**src/rtl/cr_huf_comp_sc_short_pkg.sv**
```systemverilog
// cr_huf_compPKG: shared constants and types for the short-alphabet
// histogram scanner (cr_huf_comp_sc_short) and its output FIFO.
//   - HC_NUM_SYM / HC_NUM_QUAD : short-alphabet size and count-RAM quad count
//   - HC_FIFO_DEPTH            : output FIFO depth
//   - s_sc_is_short_intf       : consumer-facing word (4 symbols + counts + ids)
//   - sc_fifo_entry_t          : internal FIFO entry (quad address + raw counts)
package cr_huf_compPKG;

  localparam int HC_NUM_SYM    = 576;
  localparam int HC_NUM_QUAD   = HC_NUM_SYM / 4;
  localparam int HC_FIFO_DEPTH = 4;
  localparam int HC_CNT_W      = 20;
  localparam int HC_DAT_W      = 10;
  localparam int HC_SEQID_W    = 4;
  localparam int HC_QADDR_W    = 8;

  typedef enum logic [1:0] {
    SC_IDLE,
    SC_SCAN,
    SC_DRAIN
  } sc_state_e;

  typedef struct packed {
    logic [HC_DAT_W-1:0]   short0;
    logic [HC_DAT_W-1:0]   short1;
    logic [HC_DAT_W-1:0]   short2;
    logic [HC_DAT_W-1:0]   short3;
    logic [HC_CNT_W-1:0]   cnt0;
    logic [HC_CNT_W-1:0]   cnt1;
    logic [HC_CNT_W-1:0]   cnt2;
    logic [HC_CNT_W-1:0]   cnt3;
    logic [HC_SEQID_W-1:0] seq_id;
    logic                  eob;
  } s_sc_is_short_intf;

  // Symbol indices are rebuilt from the quad address at the head, so the
  // FIFO only stores the address once per entry.
  typedef struct packed {
    logic [3:0]                 vld;
    logic                       last;
    logic [HC_QADDR_W-1:0]      addr;
    logic [3:0][HC_CNT_W-1:0]   cnt;
  } sc_fifo_entry_t;

endpackage

```
**src/rtl/cr_huf_comp_sc_short_ofifo.sv**
```systemverilog
// cr_huf_comp_sc_short_ofifo: HC_FIFO_DEPTH-entry output FIFO with a
// combinational head.
//   clk, rst_n   : clock, async active-low reset
//   wr_i         : push wr_data_i (caller guarantees space via credits)
//   rd_i         : pop request; ignored when empty
//   head_o       : current head entry (undefined when empty_o)
//   empty_o      : no entries held
//   count_o      : current occupancy
module cr_huf_comp_sc_short_ofifo
  import cr_huf_compPKG::*;
(
  input  logic                              clk,
  input  logic                              rst_n,
  input  logic                              wr_i,
  input  sc_fifo_entry_t                    wr_data_i,
  input  logic                              rd_i,
  output sc_fifo_entry_t                    head_o,
  output logic                              empty_o,
  output logic [$clog2(HC_FIFO_DEPTH):0]    count_o
);

  localparam int PTR_W = $clog2(HC_FIFO_DEPTH);

  sc_fifo_entry_t     mem_q [HC_FIFO_DEPTH];
  logic [PTR_W-1:0]   wr_ptr_q;
  logic [PTR_W-1:0]   rd_ptr_q;
  logic [PTR_W:0]     count_q;
  logic               pop;

  assign pop     = rd_i && (count_q != '0);
  assign empty_o = (count_q == '0);
  assign count_o = count_q;
  assign head_o  = mem_q[rd_ptr_q];

  // NOTE: storage is deliberately not reset; occupancy alone decides whether
  // an entry is visible, and leaving the array reset-free keeps it as plain RAM.
  always_ff @(posedge clk) begin
    if (wr_i) mem_q[wr_ptr_q] <= wr_data_i;
  end

  // NOTE: all sequential state uses non-blocking assignments so every register
  // samples pre-edge values regardless of statement order.
  always_ff @(posedge clk or negedge rst_n) begin
    if (!rst_n) begin
      wr_ptr_q <= '0;
      rd_ptr_q <= '0;
      count_q  <= '0;
    end else begin
      if (wr_i) wr_ptr_q <= wr_ptr_q + 1'b1;
      if (pop)  rd_ptr_q <= rd_ptr_q + 1'b1;
      unique case ({wr_i, pop})
        2'b10:   count_q <= count_q + 1'b1;
        2'b01:   count_q <= count_q - 1'b1;
        default: count_q <= count_q;
      endcase
    end
  end

endmodule

```
**src/rtl/cr_huf_comp_sc_short.sv**
```systemverilog
// cr_huf_comp_sc_short: scans the short-alphabet count RAM one quad per read,
// drops all-zero quads (except the final one) and presents surviving quads to
// the consumer through a small credit-controlled FIFO.
//   cnt_start/cnt_seq_id/cnt_eob : scan request and its tags (IDLE only)
//   cnt_ram_rd/addr/rdata        : count-RAM port, read data 1 cycle later
//   sc_is_short_vld/intf/last    : FIFO head, all-zero when FIFO empty
//   is_sc_short_rd               : consumer pop
//   sc_busy                      : scan or drain in progress
module cr_huf_comp_sc_short
  import cr_huf_compPKG::*;
#(
  parameter int NUM_SYM   = HC_NUM_SYM,
  parameter int CNT_WIDTH = HC_CNT_W,
  parameter int DAT_WIDTH = HC_DAT_W
) (
  input  logic                     clk,
  input  logic                     rst_n,
  input  logic                     cnt_start,
  input  logic [HC_SEQID_W-1:0]    cnt_seq_id,
  input  logic                     cnt_eob,
  output logic                     cnt_ram_rd,
  output logic [7:0]               cnt_ram_addr,
  input  logic [4*CNT_WIDTH-1:0]   cnt_ram_rdata,
  output logic [3:0]               sc_is_short_vld,
  output s_sc_is_short_intf        sc_is_short_intf,
  output logic                     sc_is_short_last,
  input  logic                     is_sc_short_rd,
  output logic                     sc_busy
);

  localparam logic [7:0] LAST_ADDR = 8'(NUM_SYM / 4 - 1);

  sc_state_e               state_q;
  logic [7:0]              addr_q;
  logic [HC_SEQID_W-1:0]   seq_id_q;
  logic                    eob_q;
  logic                    inflight_q;
  logic [7:0]              infl_addr_q;
  logic                    infl_last_q;

  sc_fifo_entry_t          wr_entry;
  sc_fifo_entry_t          head;
  logic                    fifo_wr;
  logic                    fifo_empty;
  logic [$clog2(HC_FIFO_DEPTH):0] fifo_count;
  logic                    issue;
  logic                    pop;
  logic [DAT_WIDTH-1:0]    short_idx [4];

  // Credit: whatever is queued plus what is still in flight must leave room
  // for the read issued now, with one slot of slack for the returning data.
  assign issue = (state_q == SC_SCAN) &&
                 (({1'b0, fifo_count} + {3'b000, inflight_q}) <= 4'd2);
  assign pop   = is_sc_short_rd && !fifo_empty;

  assign cnt_ram_rd   = issue;
  assign cnt_ram_addr = addr_q;
  assign sc_busy      = (state_q != SC_IDLE);

  // Final quad is always queued so the consumer sees an explicit last word.
  assign fifo_wr = inflight_q && ((|cnt_ram_rdata) || infl_last_q);

  // NOTE: every combinational output gets a default before any condition so
  // no path leaves it unassigned and no latch is inferred.
  always_comb begin
    wr_entry      = '0;
    wr_entry.last = infl_last_q;
    wr_entry.addr = infl_addr_q;
    for (int i = 0; i < 4; i++) begin
      wr_entry.cnt[i] = cnt_ram_rdata[i*CNT_WIDTH +: CNT_WIDTH];
      wr_entry.vld[i] = |cnt_ram_rdata[i*CNT_WIDTH +: CNT_WIDTH];
    end
  end

  cr_huf_comp_sc_short_ofifo u_ofifo (
    .clk       (clk),
    .rst_n     (rst_n),
    .wr_i      (fifo_wr),
    .wr_data_i (wr_entry),
    .rd_i      (is_sc_short_rd),
    .head_o    (head),
    .empty_o   (fifo_empty),
    .count_o   (fifo_count)
  );

  always_comb begin
    for (int i = 0; i < 4; i++) short_idx[i] = DAT_WIDTH'({head.addr, 2'(i)});
    sc_is_short_vld  = '0;
    sc_is_short_last = 1'b0;
    sc_is_short_intf = '0;
    if (!fifo_empty) begin
      sc_is_short_vld         = head.vld;
      sc_is_short_last        = head.last;
      sc_is_short_intf.short0 = short_idx[0];
      sc_is_short_intf.short1 = short_idx[1];
      sc_is_short_intf.short2 = short_idx[2];
      sc_is_short_intf.short3 = short_idx[3];
      sc_is_short_intf.cnt0   = head.cnt[0];
      sc_is_short_intf.cnt1   = head.cnt[1];
      sc_is_short_intf.cnt2   = head.cnt[2];
      sc_is_short_intf.cnt3   = head.cnt[3];
      sc_is_short_intf.seq_id = seq_id_q;
      sc_is_short_intf.eob    = eob_q;
    end
  end

  always_ff @(posedge clk or negedge rst_n) begin
    if (!rst_n) begin
      state_q     <= SC_IDLE;
      addr_q      <= '0;
      seq_id_q    <= '0;
      eob_q       <= 1'b0;
      inflight_q  <= 1'b0;
      infl_addr_q <= '0;
      infl_last_q <= 1'b0;
    end else begin
      inflight_q <= issue;
      if (issue) begin
        infl_addr_q <= addr_q;
        infl_last_q <= (addr_q == LAST_ADDR);
        addr_q      <= addr_q + 8'd1;
      end
      unique case (state_q)
        SC_IDLE: begin
          if (cnt_start) begin
            state_q  <= SC_SCAN;
            addr_q   <= '0;
            seq_id_q <= cnt_seq_id;
            eob_q    <= cnt_eob;
          end
        end
        SC_SCAN: begin
          if (issue && (addr_q == LAST_ADDR)) state_q <= SC_DRAIN;
        end
        SC_DRAIN: begin
          if (pop && head.last) state_q <= SC_IDLE;
        end
        default: state_q <= SC_IDLE;
      endcase
    end
  end

endmodule

```
**config.mk**
```make
export PLATFORM = sky130hd
export DESIGN_NAME = cr_huf_comp_sc_short
export DESIGN_NICKNAME = d
export VERILOG_FILES = /design/src/rtl/cr_huf_comp_sc_short_pkg.sv /design/src/rtl/cr_huf_comp_sc_short_ofifo.sv /design/src/rtl/cr_huf_comp_sc_short.sv
export SDC_FILE = /design/constraint.sdc
export NUM_CORES = 1
export LEC_CHECK = 0
export BUFFER_PORTS_ARGS = -buffer_cell sky130_fd_sc_hd__buf_2
export CAP_MARGIN = 5
export CORE_MARGIN = 3
export CORE_UTILIZATION = 50
export DETAILED_ROUTE_END_ITERATION = 10
export PLACE_DENSITY = 0.82
export SYNTH_ARGS = -nofsm -noshare
export SYNTH_HDL_FRONTEND = slang
export SYNTH_SLANG_ARGS = --single-unit
```
**constraint.sdc**
```tcl
create_clock -name clk -period 6.7 [get_ports clk]
set_clock_uncertainty 0.1 [all_clocks]
set_input_delay 1.34 -clock clk [delete_from_list [all_inputs] [get_ports clk]]
set_output_delay 1.34 -clock clk [all_outputs]
set_load 0.01 [all_outputs]
```
==> qor.txt <==
OUTCOME
------------------------------------------------------------------------
Status .................................................... finished, final reports clean

STA
------------------------------------------------------------------------
Highest Clock Rate ........................................    0.229 GHz
Slew @ Worst Pin ..........................................      1150 ps
Total Neg Setup Slack .....................................         0 ps
RSZ-0062 raised after global routing ......................           no
Number of hold violations in the final report .............            0
Relative slew margins .....................................        23.2%
Period utilization ........................................        65.3%
Final number of max-transition violations .................            0
Min Tclk post-route .......................................      4370 ps
Number of endpoints failing setup at the final stage ......            0

CRITICAL PATH
------------------------------------------------------------------------
RR Startpoint ............................................. u_ofifo.count_o[2]
Worst Setup End Kind ......................................   output pin
Terminus of the critical flop-to-flop path ................ u_ofifo.count_o[2]
Critical Path Source Type .................................    flip-flop
Register-to-register setup slack ..........................      3890 ps
Worst Path Arrival ........................................      2930 ps
CP required ...............................................      5260 ps
Depth of the most critical reg-to-reg path ................            8
Launching element of the worst setup path ................. u_ofifo.rd_ptr_q[0]
Critical-path maximum fanout ..............................           52
Setup Crit Path Kind ...................................... flip-flop to output pin

FINAL LAYOUT
------------------------------------------------------------------------
Layout cell share with drive strength beyond 1 ............        39.5%
Area overhead of the layout relative to synthesis .........        17.0%
Net count of the finished layout ..........................         1093

POWER AND IR DROP
------------------------------------------------------------------------
Clock share of power ......................................        25.8%
Maximum ir drop on the vdd rail ...........................   0.000277 V
Cell Pwr Density ..........................................  481 nW/um^2
Net switching power .......................................      2750 uW
Comb power frac ...........................................        32.6%
Static Leakage ............................................   0.00663 uW
Sequential group share of total power .....................        41.7%
Internal cell power .......................................      6220 uW
Switching part of the total ...............................        30.7%
Total power consumption of the routed design ..............      8980 uW

ROUTING
------------------------------------------------------------------------
Total wirelength of the detailed-routed design ............     31400 um
Detailed-route wire length per cell .......................      22.1 um
Detailed-route via count ..................................         7901
Drt first-iter violations .................................          592
Per-cell via count in the routed design ...................         5.55
DRT antenna net count .....................................            0
DRC .......................................................            0
First-pass iteration count of the detailed router .........            5

FLOORPLAN
------------------------------------------------------------------------
Die X .....................................................       185 um
Initial Util ..............................................        51.5%
Standard cell core area ...................................  31000 sq um
Floorplan die area ........................................  34100 sq um
Floorplan die height ......................................       185 um
Count of pins on the block boundary .......................          229
Rows ......................................................           64

CLOCK TREE
------------------------------------------------------------------------
CTS tree ..................................................         done
Post-cts gate resize count ................................            0
Root Buffer Master ........................................ sky130_fd_sc_hd__clkbuf_16
Clk_lat worst skew ........................................       510 ps
Clock sink count ..........................................          404
Postcts setup bufs ........................................            0
Hold buffer count at cts ..................................            0
Count of H-tree levels built during CTS ...................            2
Clock-pin slew on the worst setup and hold paths ..........        60 ps
Number of buffers between clock root and the deepest sink .            3
CTS Buf Count .............................................           41

MIN PATH
------------------------------------------------------------------------
Hold path cells ...........................................            1
Worst Hold Path EP ........................................  seq_id_q[0]
Hold Crit Start ...........................................  seq_id_q[0]
Worst min-delay path category ............................. flip-flop to flip-flop

GLOBAL ROUTING
------------------------------------------------------------------------
Number of global-route vias before repair .................         8386
Global-route wire length before repair ....................     48500 um
Initial antenna violation count ...........................            1
Total routing usage reported by global routing ............        18.6%
Final global-route overflow total .........................            0
Largest net degree at the start of global routing .........          104

YOSYS
------------------------------------------------------------------------
Post-synthesis sequential element count ...................          404
Post-synthesis average cell area ..........................   20.3 sq um
Yosys warning total .......................................            0
Cell area after technology mapping ........................  15900 sq um
Number of unique standard cell types used by synthesis ....           34
Sequential-to-total area share from yosys stat ............        75.1%
Cell count after synthesis ................................          785

PLACEMENT
------------------------------------------------------------------------
Half-perimeter wire length after detailed placement .......     19100 um
Placer congestion estimate ................................        0.763
Buffers on Ports ..........................................          224

JOB
------------------------------------------------------------------------
Maximum Capacitance Violations ............................            0

-- registers in the layout, indices dropped and copies added, names as in the netlist --
| register | count |
|---|---|
| seq_id_q | 4 |
| u_ofifo.rd_ptr_q | 2 |
| u_ofifo.wr_ptr_q | 2 |
| infl_addr_q | 8 |
| state_q | 2 |
| inflight_q | 1 |
| u_ofifo.count_o | 3 |
| eob_q | 1 |
| u_ofifo.mem_q | 372 |
| cnt_ram_addr | 8 |
| infl_last_q | 1 |
-- cells in the final DEF, fill, tap and decap left out, types with 2 or more instances in the layout --
| master | synthesis | routed |
|---|---|---|
| sky130_fd_sc_hd__nand3_1 | 10 | 10 |
| sky130_fd_sc_hd__buf_4 | 31 | 5 |
| sky130_fd_sc_hd__or2_2 | 3 | 3 |
| sky130_fd_sc_hd__or4_1 | 2 | 2 |
| sky130_fd_sc_hd__clkbuf_16 | 0 | 42 |
| sky130_fd_sc_hd__clkinv_4 | 0 | 2 |
| sky130_fd_sc_hd__nand2_1 | 9 | 9 |
| sky130_fd_sc_hd__nor2_1 | 10 | 10 |
| sky130_fd_sc_hd__dfrtp_4 | 0 | 2 |
| sky130_fd_sc_hd__buf_2 | 8 | 224 |
| sky130_fd_sc_hd__and2_1 | 101 | 101 |
| sky130_fd_sc_hd__and3_1 | 5 | 5 |
| sky130_fd_sc_hd__nor4_1 | 20 | 20 |
| sky130_fd_sc_hd__bufinv_16 | 0 | 7 |
| sky130_fd_sc_hd__clkinv_2 | 0 | 5 |
| sky130_fd_sc_hd__dfrtp_1 | 32 | 30 |
| sky130_fd_sc_hd__nand4_1 | 2 | 2 |
| sky130_fd_sc_hd__conb_1 | 1 | 4 |
| sky130_fd_sc_hd__mux4_2 | 93 | 93 |
| sky130_fd_sc_hd__xnor2_1 | 3 | 3 |
| sky130_fd_sc_hd__a21oi_1 | 2 | 2 |
| sky130_fd_sc_hd__and2_4 | 0 | 4 |
| sky130_fd_sc_hd__ha_1 | 8 | 8 |
| sky130_fd_sc_hd__edfxtp_1 | 372 | 372 |
| sky130_fd_sc_hd__clkbuf_1 | 21 | 10 |
| sky130_fd_sc_hd__inv_1 | 9 | 9 |
| sky130_fd_sc_hd__xor2_1 | 10 | 10 |
| sky130_fd_sc_hd__clkinv_1 | 0 | 8 |
| sky130_fd_sc_hd__mux2_2 | 13 | 13 |
-- how the worst max path moves through the flow --
stage | cells past startpoint | endpoint
after floorplan | 5 | u_ofifo.mem_q[0][0]
after global routing | 4 | sc_is_short_intf[63]
after global placement | 7 | u_ofifo.mem_q[3][59]
final | 4 | sc_is_short_intf[43]
after CTS | 4 | sc_is_short_intf[63]
after detailed placement | 7 | u_ofifo.mem_q[3][59]
-- synthesized netlist by cell type --
cell,count,area (sq um)
sky130_fd_sc_hd__a211oi_2,1,12.5
sky130_fd_sc_hd__or4_1,2,15.0
sky130_fd_sc_hd__buf_1,6,22.5
sky130_fd_sc_hd__ha_1,8,100
sky130_fd_sc_hd__or2_2,3,18.8
sky130_fd_sc_hd__fa_1,1,20.0
sky130_fd_sc_hd__xnor2_1,3,26.3
sky130_fd_sc_hd__o41a_4,1,21.3
sky130_fd_sc_hd__conb_1,1,3.75
sky130_fd_sc_hd__buf_4,31,233
sky130_fd_sc_hd__clkbuf_1,21,78.8
sky130_fd_sc_hd__mux2_4,1,15.0
sky130_fd_sc_hd__and3_1,5,31.3
sky130_fd_sc_hd__buf_2,8,40.0
sky130_fd_sc_hd__mux2i_1,1,10.0
sky130_fd_sc_hd__mux2_2,13,146
sky130_fd_sc_hd__nor2_1,10,37.5
sky130_fd_sc_hd__a21oi_1,2,10.0
sky130_fd_sc_hd__nor4_1,20,125
sky130_fd_sc_hd__nand2_1,9,33.8
sky130_fd_sc_hd__a21o_1,1,7.51
sky130_fd_sc_hd__edfxtp_1,372,11200
sky130_fd_sc_hd__xor2_1,10,87.6
sky130_fd_sc_hd__and2_2,4,30.0
sky130_fd_sc_hd__nand4_1,2,12.5
sky130_fd_sc_hd__dfrtp_1,32,801
sky130_fd_sc_hd__a21boi_0,1,7.51
sky130_fd_sc_hd__nand3_1,10,50.1
sky130_fd_sc_hd__or3_1,1,6.26
sky130_fd_sc_hd__nand2b_1,1,6.26
sky130_fd_sc_hd__inv_1,9,33.8
sky130_fd_sc_hd__and2_1,101,632
sky130_fd_sc_hd__and4_1,1,8.76
sky130_fd_sc_hd__mux4_2,93,2090
-- worst max-delay path: stages (launching register included) --
cell and delay, ps:
sky130_fd_sc_hd__dfrtp_4 1010, sky130_fd_sc_hd__buf_12 450, sky130_fd_sc_hd__mux4_2 580, sky130_fd_sc_hd__and2_1 190
sky130_fd_sc_hd__buf_2 150
-- power by group through the flow --
stage | clock network [uW] | logic, uW | registers [uW]
after floorplan | 0 | 2190 | 3580
after global placement | 0 | 2940 | 3750
after detailed placement | 0 | 2970 | 3800
after CTS | 2360 | 2990 | 3750
after global routing | 2470 | 3180 | 3810
final | 2310 | 2920 | 3740
-- stage by stage --
stage | cells | utilization (%) | setup slack (ps) | area [sq um] | hold slack (ps)
after floorplan | 788 | - | 2820 | 16000 | 371
after global placement | 1348 | 55.8 | 2060 | 17300 | 383
after detailed placement | 1348 | 55.8 | 2040 | 17300 | 392
after CTS | 1423 | 60.2 | 2190 | 18700 | 406
after global routing | 1424 | 60.2 | 2070 | 18700 | 425
final | 1424 | 60.2 | 2330 | 18700 | 398
-- per-layer routing --
layer / global-route usage (%) / share of wire [%]
met3: 2.92 / 5.8
met5: 0 / 0
met2: 30.6 / 50
met4: 5.44 / 2.3
met1: 26.3 / 42
-- kinds of logic after synthesis --
family	count (synthesis)	share of synthesized area [%]
buf+inv	75	2.56
xor+xnor	13	0.714
compound gates	6	0.369
fa+ha+maj	9	0.753
other cells	1	0.0235
simple gates	169	6.32
flops	404	75.1
mux	108	14.2
-- cell type report --
| class | instances | area [sq um] |
|---|---|---|
| Clock inverter | 23 | 299 |
| Tap cell | 396 | 495 |
| Antenna cell | 1 | 2.50 |
| Inverter | 9 | 33.8 |
| Sequential cell | 404 | 12000 |
| Clock buffer | 52 | 1090 |
| Fill cell | 2196 | 12300 |
| Timing Repair Buffer | 230 | 1180 |
| Multi-Input combinational cell | 309 | 3590 |
No activity file was read; power rests on OpenSTA's default activity.
